[config.mk]
export PLATFORM = sky130hd
export DESIGN_NAME = serial_subtractor
export DESIGN_NICKNAME = d
export VERILOG_FILES = /design/src/rtl/serial_subtractor_pkg.sv /design/src/rtl/serial_subtractor_fs_cell.sv /design/src/rtl/serial_subtractor.sv
export SDC_FILE = /design/constraint.sdc
export NUM_CORES = 1
export LEC_CHECK = 0
export ABC_AREA = 1
export BUFFER_PORTS_ARGS = -buffer_cell sky130_fd_sc_hd__clkbuf_2
export CORE_MARGIN = 2
export CORE_UTILIZATION = 53
export DETAILED_ROUTE_END_ITERATION = 16
export PLACE_DENSITY = 0.85
export SYNTH_ARGS = -nofsm -noshare
export SYNTH_HDL_FRONTEND = slang
export SYNTH_SLANG_ARGS = --single-unit
[constraint.sdc]
create_clock -name clk -period 1.8 [get_ports clk]
set_clock_uncertainty 0.15 [all_clocks]
set_input_delay 0.45 -clock clk [delete_from_list [all_inputs] [get_ports clk]]
set_output_delay 0.45 -clock clk [all_outputs]
set_load 0.05 [all_outputs]
[src/rtl/serial_subtractor_pkg.sv]
// Shared definitions for the bit-serial subtractor: FSM encoding, default
// operand width and the bit-counter sizing rule.
package serial_subtractor_pkg;

    typedef enum logic [1:0] {
        IDLE = 2'b00,
        RUN  = 2'b01,
        DONE = 2'b10
    } state_t;

    localparam int DEFAULT_WIDTH = 8;

    // A one-bit word still needs a one-bit counter ($clog2(1) would be 0).
    function automatic int cnt_width(input int width);
        return (width > 1) ? $clog2(width) : 1;
    endfunction

endpackage

[src/rtl/serial_subtractor_fs_cell.sv]
// Combinational full subtractor: d = a - b - bi, with borrow-out bo.
module fs_cell (
    input  logic a,
    input  logic b,
    input  logic bi,
    output logic d,
    output logic bo
);

    assign d  = a ^ b ^ bi;
    assign bo = (~a & b) | (~(a ^ b) & bi);

endmodule

[src/rtl/serial_subtractor.sv]
// Bit-serial subtractor: diff = a - b, LSB first, one bit per clock through a
// single shared full-subtractor cell, with a start/done handshake.
module serial_subtractor
    import serial_subtractor_pkg::*;
#(
    parameter int WIDTH = DEFAULT_WIDTH
) (
    input  logic             clk,
    input  logic             rst,
    input  logic             start,
    input  logic [WIDTH-1:0] a,
    input  logic [WIDTH-1:0] b,
    output logic             ready,
    output logic             busy,
    output logic             done,
    output logic [WIDTH-1:0] diff,
    output logic             bout
);

    localparam int               CNT_W    = cnt_width(WIDTH);
    localparam logic [CNT_W-1:0] CNT_LAST = CNT_W'(WIDTH - 1);

    state_t           state_q, state_d;
    logic [WIDTH-1:0] sa_q, sa_d;
    logic [WIDTH-1:0] sb_q, sb_d;
    logic [WIDTH-1:0] diff_q, diff_d;
    logic [CNT_W-1:0] cnt_q, cnt_d;
    logic             br_q, br_d;
    logic             bout_q, bout_d;

    logic             accept;
    logic             last_bit;
    logic             cell_d;
    logic             cell_bo;
    logic [WIDTH:0]   diff_ext;

    fs_cell u_fs_cell (
        .a  (sa_q[0]),
        .b  (sb_q[0]),
        .bi (br_q),
        .d  (cell_d),
        .bo (cell_bo)
    );

    assign accept   = ready & start;
    assign last_bit = (state_q == RUN) && (cnt_q == CNT_LAST);
    assign diff_ext = {cell_d, diff_q};

    always_ff @(posedge clk or posedge rst) begin
        if (rst) begin
            state_q <= IDLE;
        end else begin
            state_q <= state_d;
        end
    end

    always_comb begin
        state_d = state_q;
        unique case (state_q)
            IDLE:    if (start) state_d = RUN;
            RUN:     if (cnt_q == CNT_LAST) state_d = DONE;
            DONE:    state_d = start ? RUN : IDLE;
            default: state_d = IDLE;
        endcase
    end

    // done comes straight from the state register, so it cannot glitch.
    always_comb begin
        ready = 1'b0;
        busy  = 1'b0;
        done  = 1'b0;
        unique case (state_q)
            IDLE: ready = 1'b1;
            RUN:  busy  = 1'b1;
            DONE: begin
                ready = 1'b1;
                done  = 1'b1;
            end
            default: ;
        endcase
    end

    always_comb begin
        sa_d   = sa_q;
        sb_d   = sb_q;
        diff_d = diff_q;
        cnt_d  = cnt_q;
        br_d   = br_q;
        bout_d = bout_q;
        if (accept) begin
            sa_d   = a;
            sb_d   = b;
            diff_d = '0;
            cnt_d  = '0;
            br_d   = 1'b0;
            bout_d = 1'b0;
        end else if (state_q == RUN) begin
            sa_d   = sa_q >> 1;
            sb_d   = sb_q >> 1;
            diff_d = diff_ext[WIDTH:1];
            br_d   = cell_bo;
            // Counter parks at the last index instead of wrapping.
            if (last_bit) begin
                bout_d = cell_bo;
            end else begin
                cnt_d = cnt_q + CNT_W'(1);
            end
        end
    end

    always_ff @(posedge clk or posedge rst) begin
        if (rst) begin
            sa_q   <= '0;
            sb_q   <= '0;
            diff_q <= '0;
            cnt_q  <= '0;
            br_q   <= 1'b0;
            bout_q <= 1'b0;
        end else begin
            sa_q   <= sa_d;
            sb_q   <= sb_d;
            diff_q <= diff_d;
            cnt_q  <= cnt_d;
            br_q   <= br_d;
            bout_q <= bout_d;
        end
    end

    assign diff = diff_q;
    assign bout = bout_q;

    a_ready_busy_excl: assert property (@(posedge clk) disable iff (rst) !(ready && busy));
    a_done_single:     assert property (@(posedge clk) disable iff (rst) done |=> !done);
    a_cnt_bounded:     assert property (@(posedge clk) disable iff (rst)
                                        (state_q == RUN) |-> (cnt_q <= CNT_LAST));

endmodule

# Yosys cells after proc, flatten, opt, wreduce, memory -nomap -nowiden
# Cells that the tools add are included.
[totals]
reg_bits = 31
input_bits = 19
output_inout_bits = 12
wordCells = 51
[classes]
add_sub_neg = 1
eq_ne = 6
muxes = 21
n_bitwise = 8
n_reduce_logical = 8
[ops]
columns = ["cell", "n"]
rows = [
  ["$mux W8", 6],
  ["$mux W1", 9],
  ["$mux W3", 3],
  ["$ne A2 B2 Y1 const B", 3],
  ["$pmux W2 S3", 1],
  ["$reduce_and A2 Y1", 3],
  ["$mux W2", 2],
  ["$reduce_bool A2 Y1", 2],
  ["$add A3 B1 Y3 const B", 1],
  ["$and A1 B1 Y1", 3],
  ["$eq A3 B3 Y1 const B", 1],
  ["$eq A2 B1 Y1 const B", 1],
  ["$eq A2 B2 Y1 const B", 1],
  ["$logic_not A2 Y1", 1],
  ["$not A1 Y1", 2],
  ["$reduce_or A2 Y1", 1],
  ["$xor A1 B1 Y1", 2],
  ["$logic_and A1 B1 Y1", 1],
  ["$or A1 B1 Y1", 1],
]

# Logic depth before layout (Yosys ltp)
# Gate-level depths: netlist of run 1.
[logic_depth]
depth_word = 7
depth_mapped = 6
mapped_depth_nobuf = 6

# Hierarchy
# From an unflattened synthesis of run 1, not the netlist that was laid out.
[hier_totals]
cells_unflattened = 157
area_unflattened_um2 = 1400.1
[by_module_without_submodules]
columns = ["module", "n_inst", "cells_each", "area_each_um2", "seq_area_each_um2"]
rows = [
  ["serial_subtractor", 1, 153, 1368.8, 775.7],
  ["fs_cell", 1, 4, 31.3, 0.0],
]

# Least setup slack after synthesis of run 1
# OpenSTA, ideal clock, no wires.
[synth_path]
path_type = "register to output"
startpoint = "reg state_q[0]"
endpoint = "out done"
t_arrival_ns = 1.099
required_ns = 1.200
slack_ns = 0.101
path_stages_with_launch = 2
path_buffers = 0
cell_sequence = "dfrtp_1 > nor2_1"
[synth_between]
elab_chain_len = 2
[synth_rtl]
columns = ["element", "line_no", "text"]
rows = [
  ["start, declared", "serial_subtractor.sv:23", "state_t state_q, state_d;"],
  ["start signal, assigned", "serial_subtractor.sv:53", "state_q <= state_d;"],
  ["$eq A2 B2 Y1", "serial_subtractor.sv:72", "unique case (state_q)"],
  ["$mux W1", "serial_subtractor.sv:72", ""],
  ["end, declared", "serial_subtractor.sv:15", "output logic done,"],
]
# No other way between the ends.

# Worst setup path in the final report of run 1
# Same ends and word-level chain as after synthesis.

==> results of run 1 <==
## sequential cells by signal, summed over array words and instances, names as in the netlist
signal,flops
diff,8
sa_q,8
br_q,1
cnt_q,3
sb_q,8
bout,1
state_q,2
## layout make-up
class	instances	area [µm²]	area share, %
clock buffers	6	41.3	2.53
flip-flops and latches	31	777	47.6
inverters	11	41.3	2.53
well taps	30	37.5	2.30
repair buffers	35	195	12.0
multi-input cells	107	541	33.1
## worst reg2reg max path, stage by stage, from the launching register on
cell and delay (ns):
sky130_fd_sc_hd__dfrtp_1 0.41, sky130_fd_sc_hd__ha_1 0.21, sky130_fd_sc_hd__ha_1 0.20, sky130_fd_sc_hd__inv_1 0.13, sky130_fd_sc_hd__nand3_1 0.18, sky130_fd_sc_hd__nand3_1 0.11
sky130_fd_sc_hd__nand2_1 0.06
## cell families after synthesis
group           Yosys count
compound gates            8
fa+ha+maj                 3
buf+inv                  19
flops                    31
simple gates             96
## metrics by stage
step | hold slack [ns] | power, mW | util [%] | area [µm²]
finish | 0.0124 | 3.13 | 64.7 | 1630
global placement | 0.327 | 2.70 | 62.7 | 1580
floorplan | 0.316 | 2.49 | - | 1430
global route | 0.0484 | 3.39 | 64.7 | 1630
detailed placement | 0.336 | 2.80 | 62.7 | 1580
CTS | 0.0181 | 3.17 | 64.7 | 1630
## how the worst max path moves through the flow
| stage | startpoint | end | slack [ns] | cells after the start |
|---|---|---|---|---|
| after floorplan | state_q[0] | done | 0.10 | 1 |
| after global placement | state_q[0] | busy | 0.33 | 3 |
| after detailed placement | cnt_q[0] | cnt_q[2] | 0.27 | 6 |
| after CTS | state_q[0] | busy | 0.04 | 3 |
| after global routing | state_q[1] | done | 0.006 | 3 |
| final | state_q[0] | done | 0.05 | 2 |
## placed cells by master (no fill, tap or decap)
| cell type | instances |
|---|---|
| sky130_fd_sc_hd__nand2_4 | 1 |
| sky130_fd_sc_hd__inv_2 | 2 |
| sky130_fd_sc_hd__fa_1 | 1 |
| sky130_fd_sc_hd__ha_1 | 2 |
| sky130_fd_sc_hd__nor2_4 | 1 |
| sky130_fd_sc_hd__buf_4 | 6 |
| sky130_fd_sc_hd__nor2_1 | 3 |
| sky130_fd_sc_hd__o21ai_2 | 5 |
| sky130_fd_sc_hd__dfrtp_2 | 1 |
| sky130_fd_sc_hd__clkbuf_4 | 7 |
| sky130_fd_sc_hd__nand2_1 | 45 |
| sky130_fd_sc_hd__clkbuf_2 | 27 |
| sky130_fd_sc_hd__inv_1 | 9 |
| sky130_fd_sc_hd__o21ai_0 | 3 |
| sky130_fd_sc_hd__nor2_2 | 1 |
| sky130_fd_sc_hd__dfrtp_1 | 30 |
| sky130_fd_sc_hd__clkbuf_1 | 1 |
| sky130_fd_sc_hd__nand3_1 | 44 |
| sky130_fd_sc_hd__nand3b_1 | 1 |
## power by group
group | internal [mW] | total [mW] | switching [mW]
clock | 0.138 | 0.352 | 0.213
combinational | 0.489 | 1.56 | 1.07
sequential | 1.01 | 1.22 | 0.205
## per-layer routing
metal	global-route usage [%]	wire, µm	vias up
li1	-	-	582
met1	25.3	1180	548
met2	32.3	1400	41
met3	6.05	173	7
met4	11.6	60	0
met5	0	0	-
## what timing repair did
item,CTS,global route
gates resized for setup,4,1
setup endpoints to repair,3,1
hold buffers,0,0
==> flow_summary.yaml, run 1 <==
critical_path:
  critPathKind: "flop to primary output"
  crit_family: "flip-flops"
  cp_cell_sequence: "nor2_1 > clkbuf_4"
  r2r-start: "cnt_q[0]"
  worstPathRequired_ns: 1.20
  timing.reg2reg.setup_slack_ns: 0.23
  critical_path.startpoint_type: "flop"
  critPathArrivalTime_ns: 1.15
  regToRegEndpoint: "cnt_q[2]"
  critical_path_fanout_max: 6
  worst-path-buf-inv: 1
  timing.critical_path.slowest_cell_delay_ns: 0.45
  r2r.worst_path.cells: 6
  critical_path.slowest_cell: "sky130_fd_sc_hd__dfrtp_2"
  timing.critical_path.to_type: "primary output"
pwr:
  cellPowerDensity_nw_per_um2: 1920
  ir_drop_uv: 1220
  static-leakage-power_nw: 0.877
logic_synthesis:
  synth_enable_flop_cells: 0
  synthSimpleGateAreaFrac_pct: 30.5
  synth.yosys.warnings: 0
  synth-seq-cells: 31
  mappedNetlistNets: 179
  largest_family_of_logic_cells_by_synthesized_area: "simple AND/OR/NAND/NOR gates"
  synthesis.area_um2: 1430
  yosys.area_share.xor_xnor_pct: 0
  async_flop_share_pct: 100
  netlist.top_cell.by_area: "sky130_fd_sc_hd__dfrtp_1"
  synth_largest_type_area_fraction_pct: 54.1
  post_synthesis_share_of_cell_area_spent_on_full_adders_half_adders_and_majority_gates_pct: 3.14
  synth_ff_type: "sky130_fd_sc_hd__dfrtp_1"
  netlist_instances: 157
  synth_top_cells_by_count: "45 x sky130_fd_sc_hd__nand2_1, 44 x sky130_fd_sc_hd__nand3_1, 31 x sky130_fd_sc_hd__dfrtp_1"
  synth_cell_type_count: 17
  synthMostInstantiatedCell: "sky130_fd_sc_hd__nand2_1"
  share_of_the_yosys_chip_area_belonging_to_registers_pct: 54.1
  synth_compound_area_share_pct: 4.10
  synthesis.area_per_instance_um2: 9.13
  synth_top_cells_by_area: "sky130_fd_sc_hd__dfrtp_1 54%, sky130_fd_sc_hd__nand3_1 15%, sky130_fd_sc_hd__nand2_1 12%"
  muxShareOfSynthArea_pct: 0
status:
  outcome: "completed"
final_layout:
  finish.net_count: 213
  num-fill-cells: 216
  insertedDiodeCount: 0
  fin_cells: 220
  areaGrowthSynthToFinish_pct: 13.9
  drive_gt1_share_pct: 26.8
die:
  initial_utilization_pct: 56.8
  std_cell_core_area_um2: 2520
  chipWidth_um: 56.0
  boundaryPins: 31
  fp.dieH_um: 56.0
  die_area_um2: 3140
  rows: 18
sta:
  clock.fmax_mhz: 572
  finalMaxSlewViolations: 0
  report.final.hold_viol_count: 0
  final.period_utilization_pct: 97.1
  setup_violations: 0
  rsz0062_at_grt: "false"
  totalNegativeSetupSlack_ns: 0
  setup_ws_ns: 0.0520
  tightestPinTransition_ns: 0.397
  worst_slew_margin_relative_to_its_limit_pct: 73.5
  fin_crit_ns: 1.75
clock_tree:
  htreeDepth: 2
  cts_sinks: 31
  cts.path.max_buffers: 2
  cts_tree: "yes"
  cts_buffers: 5
  post-cts-setup-buffers: 0
  worst_skew_pair.late_latency_ns: 0.33
  clock_transition_at_the_register_clock_pins_on_the_worst_setup_and_hold_paths_after_cts_ns: 0.09
  root_buffer_cell: "sky130_fd_sc_hd__clkbuf_4"
grt:
  grt_max_degree: 32
  grt_pass1_wl_um: 4970
  globalRouteTotalUtil_pct: 20.6
  grt.overflow.total: 0
  grt_pass1_vias: 1156
  grt_antenna_before_repair: 0
route:
  detail_route.wirelength_um: 2810
  wl_per_cell_um: 12.8
  drtAntennaViolNets: 0
  post_drt_via_cell_ratio: 5.35
  num_vias: 1178
  detailedRoute.firstIterationViolations: 32
  drtPass1Iterations: 4
  drc: 0
place:
  buffer_ports.inserted: 30
  place_worst_setup_slack_ns: 0.268
  dp_hpwl_um: 2070
  dpl.cell_count: 214
  gp_congestion: 0.744
min_path:
  min_path_type: "input port to asynchronous set/reset pin"
run:
  max_cap_viol_count: 0
No activity file was read; power rests on OpenSTA's default activity.
==> inputs of run 2 (changes only) <==
--- a/config.mk
+++ b/config.mk
@@ -8,9 +8,9 @@
 export ABC_AREA = 1
 export BUFFER_PORTS_ARGS = -buffer_cell sky130_fd_sc_hd__clkbuf_2
 export CORE_MARGIN = 2
-export CORE_UTILIZATION = 53
+export CORE_UTILIZATION = 45
 export DETAILED_ROUTE_END_ITERATION = 16
-export PLACE_DENSITY = 0.85
+export PLACE_DENSITY = 0.75
 export SYNTH_ARGS = -nofsm -noshare
 export SYNTH_HDL_FRONTEND = slang
 export SYNTH_SLANG_ARGS = --single-unit
==> flow_summary.yaml, run 2 (synthesis gave the netlist of run 1 again) <==
sta:
  finalMaxSlewViolations: 0
  fin_hold_ws_ns: 0.00702
  final.period_utilization_pct: 97.8
  rsz0062_at_grt: "true"
  report.final.hold_viol_count: 0
  setup_ws_ns: 0.0404
  tightestPinTransition_ns: 0.386
  totalNegativeSetupSlack_ns: 0
  clock.fmax_mhz: 568
  fin_crit_ns: 1.76
  worst_slew_margin_relative_to_its_limit_pct: 74.3
  setup_violations: 0
route:
  detail_route.wirelength_um: 2830
  detailedRoute.firstIterationViolations: 59
  drtPass1Iterations: 4
  wl_per_cell_um: 12.0
  post_drt_via_cell_ratio: 5.10
  num_vias: 1198
  drc: 0
  drtAntennaViolNets: 0
pwr:
  seqPwrFrac_pct: 37.7
  combPwrFrac_pct: 49.6
  cellPowerDensity_nw_per_um2: 1920
  p_sw_mw: 1.51
  internal-power_mw: 1.72
  clkPwrFrac_pct: 12.7
  ir_drop_uv: 908
  switching_share_pct: 46.8
  static-leakage-power_nw: 0.893
critical_path:
  critPathKind: "flop to primary output"
  capturing_instance_or_port_of_the_critical_path: "ready"
  critical_path_fanout_max: 6
  critical_path.startpoint_type: "flop"
  worstPathRequired_ns: 1.20
  r2r.worst_path.cells: 6
  critPathLaunch: "state_q[0]"
  timing.critical_path.to_type: "primary output"
  regToRegEndpoint: "cnt_q[2]"
  timing.reg2reg.setup_slack_ns: 0.22
  critPathArrivalTime_ns: 1.16
  r2r-start: "cnt_q[0]"
die:
  die_area_um2: 3650
  rows: 20
  fp.dieH_um: 60.5
  std_cell_core_area_um2: 3050
  initial_utilization_pct: 47.0
  chipWidth_um: 60.5
  boundaryPins: 31
grt:
  gr-max-usage-layer: "met2"
  globalRouteTotalUtil_pct: 18.3
  grt_pass1_vias: 1101
  grt_antenna_before_repair: 0
  use_met1_pct: 21.3
  grt.overflow.total: 0
  gr-usage-met2_pct: 31.2
  grtUsageMet3_pct: 6.82
  grt_max_degree: 32
  grt_pass1_wl_um: 4850
final_layout:
  drive_gt1_share_pct: 28.3
  fin_cells: 235
  final_core_util_pct: 55.2
  finish.net_count: 213
  insertedDiodeCount: 0
  layout.cells.most_common_list: "45 x sky130_fd_sc_hd__nand2_1, 44 x sky130_fd_sc_hd__nand3_1, 30 x sky130_fd_sc_hd__dfrtp_1"
  areaGrowthSynthToFinish_pct: 17.5
  layout.cells.most_common: "sky130_fd_sc_hd__nand2_1"
  num-fill-cells: 319
clock_tree:
  cts_buffers: 5
  cts.hold.buffers_added: 0
  clock_transition_at_the_register_clock_pins_on_the_worst_setup_and_hold_paths_after_cts_ns: 0.09
  cts_tree: "yes"
  htreeDepth: 2
  root_buffer_cell: "sky130_fd_sc_hd__clkbuf_4"
  cts_sinks: 31
  cts.path.max_buffers: 2
  worst_skew_pair.late_latency_ns: 0.33
place:
  place_worst_setup_slack_ns: 0.244
  gp_congestion: 0.708
  buffer_ports.inserted: 30
  dp_hpwl_um: 2000
  dpl.cell_count: 228
status:
  outcome: "completed"
run:
  max_cap_viol_count: 0
min_path:
  min_path_type: "input port to asynchronous set/reset pin"
[run 2: cell types whose count changed in the layout (fill, tap and decap cells not counted)]
| cell | delta |
|---|---|
| sky130_fd_sc_hd__buf_12 | +1 |
| sky130_fd_sc_hd__buf_4 | -1 |
| sky130_fd_sc_hd__buf_6 | +1 |
| sky130_fd_sc_hd__clkbuf_1 | -1 |
| sky130_fd_sc_hd__clkbuf_4 | -1 |
| sky130_fd_sc_hd__clkbuf_8 | +1 |
| sky130_fd_sc_hd__clkinv_2 | +1 |
| sky130_fd_sc_hd__nor2_1 | -1 |
| sky130_fd_sc_hd__nor2_2 | +1 |
[run 2: critical path, stage by stage (launching register included)]
cell	delay (ns)
sky130_fd_sc_hd__dfrtp_2	0.46
sky130_fd_sc_hd__inv_2	0.12
sky130_fd_sc_hd__clkbuf_4	0.24
[run 2: stage by stage]
stage / instance area (µm²) / power, mW
final: 1680 / 3.23
after global routing: 1680 / 3.49
after CTS: 1670 / 3.25
after detailed placement: 1620 / 2.83
after global placement: 1620 / 2.75
after floorplan: 1430 / 2.49
[run 2: per-layer routing]
metal	vias up	share of wire, %
met5	-	0
met4	0	1.6
met3	7	6.5
met2	36	51
met1	576	40
li1	579	-
[run 2: how the worst min path moves through the flow]
| stage | from | endpoint |
|---|---|---|
| floorplan | sa_q[1] | sa_q[0] |
| global placement | sb_q[1] | sb_q[0] |
| detailed placement | sb_q[1] | sb_q[0] |
| CTS | rst | sb_q[6] |
| global route | rst | diff[7] |
| finish | rst | sa_q[7] |
[run 2: final cells by class]
type	count	area (µm²)	share of cell area (%)
Multi-Input combinational cell	107	543	32.2
Clock inverter	1	5.00	0.297
Sequential cell	31	777	46.1
Inverter	11	41.3	2.45
Clock buffer	6	51.3	3.05
Timing Repair Buffer	35	211	12.6
Tap cell	44	55.1	3.27
[run 2: what timing repair did]
action / 4_1_cts / 5_1_grt
buffers inserted: 0 / 0
pin swaps: 0 / 0
setup endpoints to repair: 1 / 3
gates resized for setup: 1 / 6
[run 2: power groups by stage]
| stage | clock network [mW] | logic [mW] | registers, mW |
|---|---|---|---|
| 2_1_floorplan | 0 | 0.997 | 1.49 |
| 3_3_place_gp | 0 | 1.55 | 1.20 |
| 3_5_place_dp | 0 | 1.61 | 1.23 |
| 4_1_cts | 0.422 | 1.61 | 1.21 |
| 5_1_grt | 0.454 | 1.78 | 1.26 |
| 6_report | 0.410 | 1.60 | 1.22 |
==> inputs of run 3 (changes only) <==
--- a/config.mk
+++ b/config.mk
@@ -9,8 +9,10 @@
 export BUFFER_PORTS_ARGS = -buffer_cell sky130_fd_sc_hd__clkbuf_2
 export CORE_MARGIN = 2
 export CORE_UTILIZATION = 45
+export CTS_CLUSTER_DIAMETER = 120
 export DETAILED_ROUTE_END_ITERATION = 16
 export PLACE_DENSITY = 0.75
 export SYNTH_ARGS = -nofsm -noshare
 export SYNTH_HDL_FRONTEND = slang
+export SYNTH_HIERARCHICAL = 1
 export SYNTH_SLANG_ARGS = --single-unit
==> flow_summary.yaml, run 3 <==
clock_tree:
  root_buffer_cell: "sky130_fd_sc_hd__clkbuf_4"
  cts_tree: "yes"
  htreeDepth: 2
  clock_transition_at_the_register_clock_pins_on_the_worst_setup_and_hold_paths_after_cts_ns: 0.09
  cts_buffers: 5
  cts.path.max_buffers: 2
  cts_sinks: 31
  worst_skew_pair.late_latency_ns: 0.33
  cts.hold.buffers_added: 0
route:
  drtAntennaViolNets: 0
  post_drt_via_cell_ratio: 5.32
  wl_per_cell_um: 12.5
  num_vias: 1181
  drtPass1Iterations: 4
  detail_route.wirelength_um: 2780
  detailedRoute.firstIterationViolations: 64
  drc: 0
logic_synthesis:
  netlist.top_cell.by_area: "sky130_fd_sc_hd__dfrtp_1"
  synth.yosys.warnings: 6
  synth_enable_flop_cells: 0
  synthMostInstantiatedCell: "sky130_fd_sc_hd__nand2_1"
  async_flop_share_pct: 100
  share_of_the_yosys_chip_area_belonging_to_registers_pct: 55.4
  synth_cell_type_count: 16
  synth_top_cells_by_area: "sky130_fd_sc_hd__dfrtp_1 55%, sky130_fd_sc_hd__nand3_1 15%, sky130_fd_sc_hd__nand2_1 13%"
  synthesis.area_um2: 1400
  synth_ff_type: "sky130_fd_sc_hd__dfrtp_1"
  netlist_instances: 157
  mappedNetlistNets: 179
  synth_largest_type_area_fraction_pct: 55.4
  synth_top_cells_by_count: "48 x sky130_fd_sc_hd__nand2_1, 41 x sky130_fd_sc_hd__nand3_1, 31 x sky130_fd_sc_hd__dfrtp_1"
  synth-seq-cells: 31
  synthesis.area_per_instance_um2: 8.92
critical_path:
  cp_cell_sequence: "inv_1 > nor2_1 > buf_4"
  worst-path-buf-inv: 2
  critPathKind: "flop to primary output"
  timing.critical_path.to_type: "primary output"
  crit_family: "flip-flops"
  critical_path.startpoint_type: "flop"
  critPathArrivalTime_ns: 1.14
  timing.critical_path.slowest_cell_delay_ns: 0.41
  critical_path.slowest_cell: "sky130_fd_sc_hd__dfrtp_1"
  critical_path_fanout_max: 4
  worstPathRequired_ns: 1.20
final_layout:
  insertedDiodeCount: 0
  finish.net_count: 212
  ff_latch_area_um2: 776
  fin_cells: 222
  layout.cells.most_common_list: "48 x sky130_fd_sc_hd__nand2_1, 41 x sky130_fd_sc_hd__nand3_1, 31 x sky130_fd_sc_hd__dfrtp_1"
  areaGrowthSynthToFinish_pct: 15.5
  num-fill-cells: 298
  finalInstanceArea_um2: 1620
  area_taken_by_multi_input_logic_gates_um2: 515
  layout.cells.most_common: "sky130_fd_sc_hd__nand2_1"
  final_core_util_pct: 53.8
  drive_gt1_share_pct: 22.8
grt:
  globalRouteTotalUtil_pct: 18.0
  grt_antenna_before_repair: 0
  grt.overflow.total: 0
  grt_max_degree: 32
  grt_pass1_vias: 1142
  grt_pass1_wl_um: 4770
pwr:
  static-leakage-power_nw: 0.870
  cellPowerDensity_nw_per_um2: 1860
  ir_drop_uv: 862
  power_mw: 3.00
die:
  chipWidth_um: 59.8
  fp.dieH_um: 59.8
  boundaryPins: 31
  initial_utilization_pct: 46.6
  die_area_um2: 3570
  std_cell_core_area_um2: 3000
  rows: 20
sta:
  report.final.hold_viol_count: 0
  setup_ws_ns: 0.0617
  rsz0062_at_grt: "false"
  fin_crit_ns: 1.74
  final.period_utilization_pct: 96.6
  tightestPinTransition_ns: 0.473
  setup_violations: 0
  clock.fmax_mhz: 575
  finalMaxSlewViolations: 0
  worst_slew_margin_relative_to_its_limit_pct: 68.4
place:
  placed_area_um2: 1550
  dp_hpwl_um: 1920
  dpl.cell_count: 215
  buffer_ports.inserted: 30
  place_worst_setup_slack_ns: 0.214
  gp_congestion: 0.746
min_path:
  min_path_type: "input port to asynchronous set/reset pin"
status:
  outcome: "completed"
run:
  max_cap_viol_count: 0
[run 3: cell types whose count changed in the layout (fill, tap and decap cells not counted), moves of 2 or more]
cell,previous run,this run
sky130_fd_sc_hd__o21ai_2,5,0
sky130_fd_sc_hd__nand3_1,44,41
sky130_fd_sc_hd__o21ai_0,3,8
sky130_fd_sc_hd__inv_1,9,12
sky130_fd_sc_hd__nor2_2,2,0
sky130_fd_sc_hd__nand2_1,45,48
[run 3: worst register-to-register path, cell delays in order, from the launching register on]
cell                      delay, ns
sky130_fd_sc_hd__dfrtp_1       0.42
sky130_fd_sc_hd__buf_4         0.15
sky130_fd_sc_hd__nand2_2       0.36
sky130_fd_sc_hd__nand2_1       0.19
sky130_fd_sc_hd__o21ai_0       0.20
[run 3: layout make-up]
class,instances,area share (%)
Sequential cell,31,48.0
Multi-Input combinational cell,105,31.9
Timing Repair Buffer,33,11.6
Inverter,14,3.41
Clock buffer,6,2.55
Tap cell,33,2.55
[run 3: where the power goes]
part,internal [mW],switching [mW]
Combinational,0.442,1.03
Sequential,1.00,0.178
Clock,0.139,0.214
[run 3: path summary, 6_finish.rpt]
path | from | to | slack [ns] | cells past startpoint
worst max-delay path | state_q[1] | done | 0.06 | 3
worst min-delay path | rst | diff[1] | 0.01 | 3
worst max register to register | state_q[0] | diff[1] | 0.26 | 4
worst min register to register | sa_q[7] | sa_q[6] | 0.35 | 2
max in group asynchronous | rst | sb_q[2] | 1.19 | 3
min in group clk | b[7] | sb_q[7] | 0.18 | 3
[run 3: routing by layer]
layer | vias to the layer above | wire length, µm | global-route usage, %
met3 | 4 | 201 | 6.71
li1 | 573 | - | -
met1 | 561 | 1180 | 22.2
met2 | 43 | 1390 | 29.7
met4 | 0 | 9 | 4.76
met5 | - | 0 | 0
[run 3: timing repair]
action,in CTS,in global routing
buffers inserted,1,0
endpoints found under the setup margin,2,3
gates resized for setup,2,8
gates cloned,0,0
[run 3: per-stage QoR]
step           hold slack (ns)  TNS [ns]
4_1_cts                 0.0315   -0.0247
3_3_place_gp             0.326         0
5_1_grt                 0.0597         0
2_1_floorplan            0.316         0
3_5_place_dp             0.331         0
6_report                0.0138         0
[run 3: logic make-up after synthesis]
| logic type | share of synthesized area (%) |
|---|---|
| adders and majority gates | 3.22 |
| and+or+nand+nor | 30.4 |
| AOI/OAI and AO/OA | 2.86 |
| buffers and inverters | 8.13 |
| DFF | 55.4 |
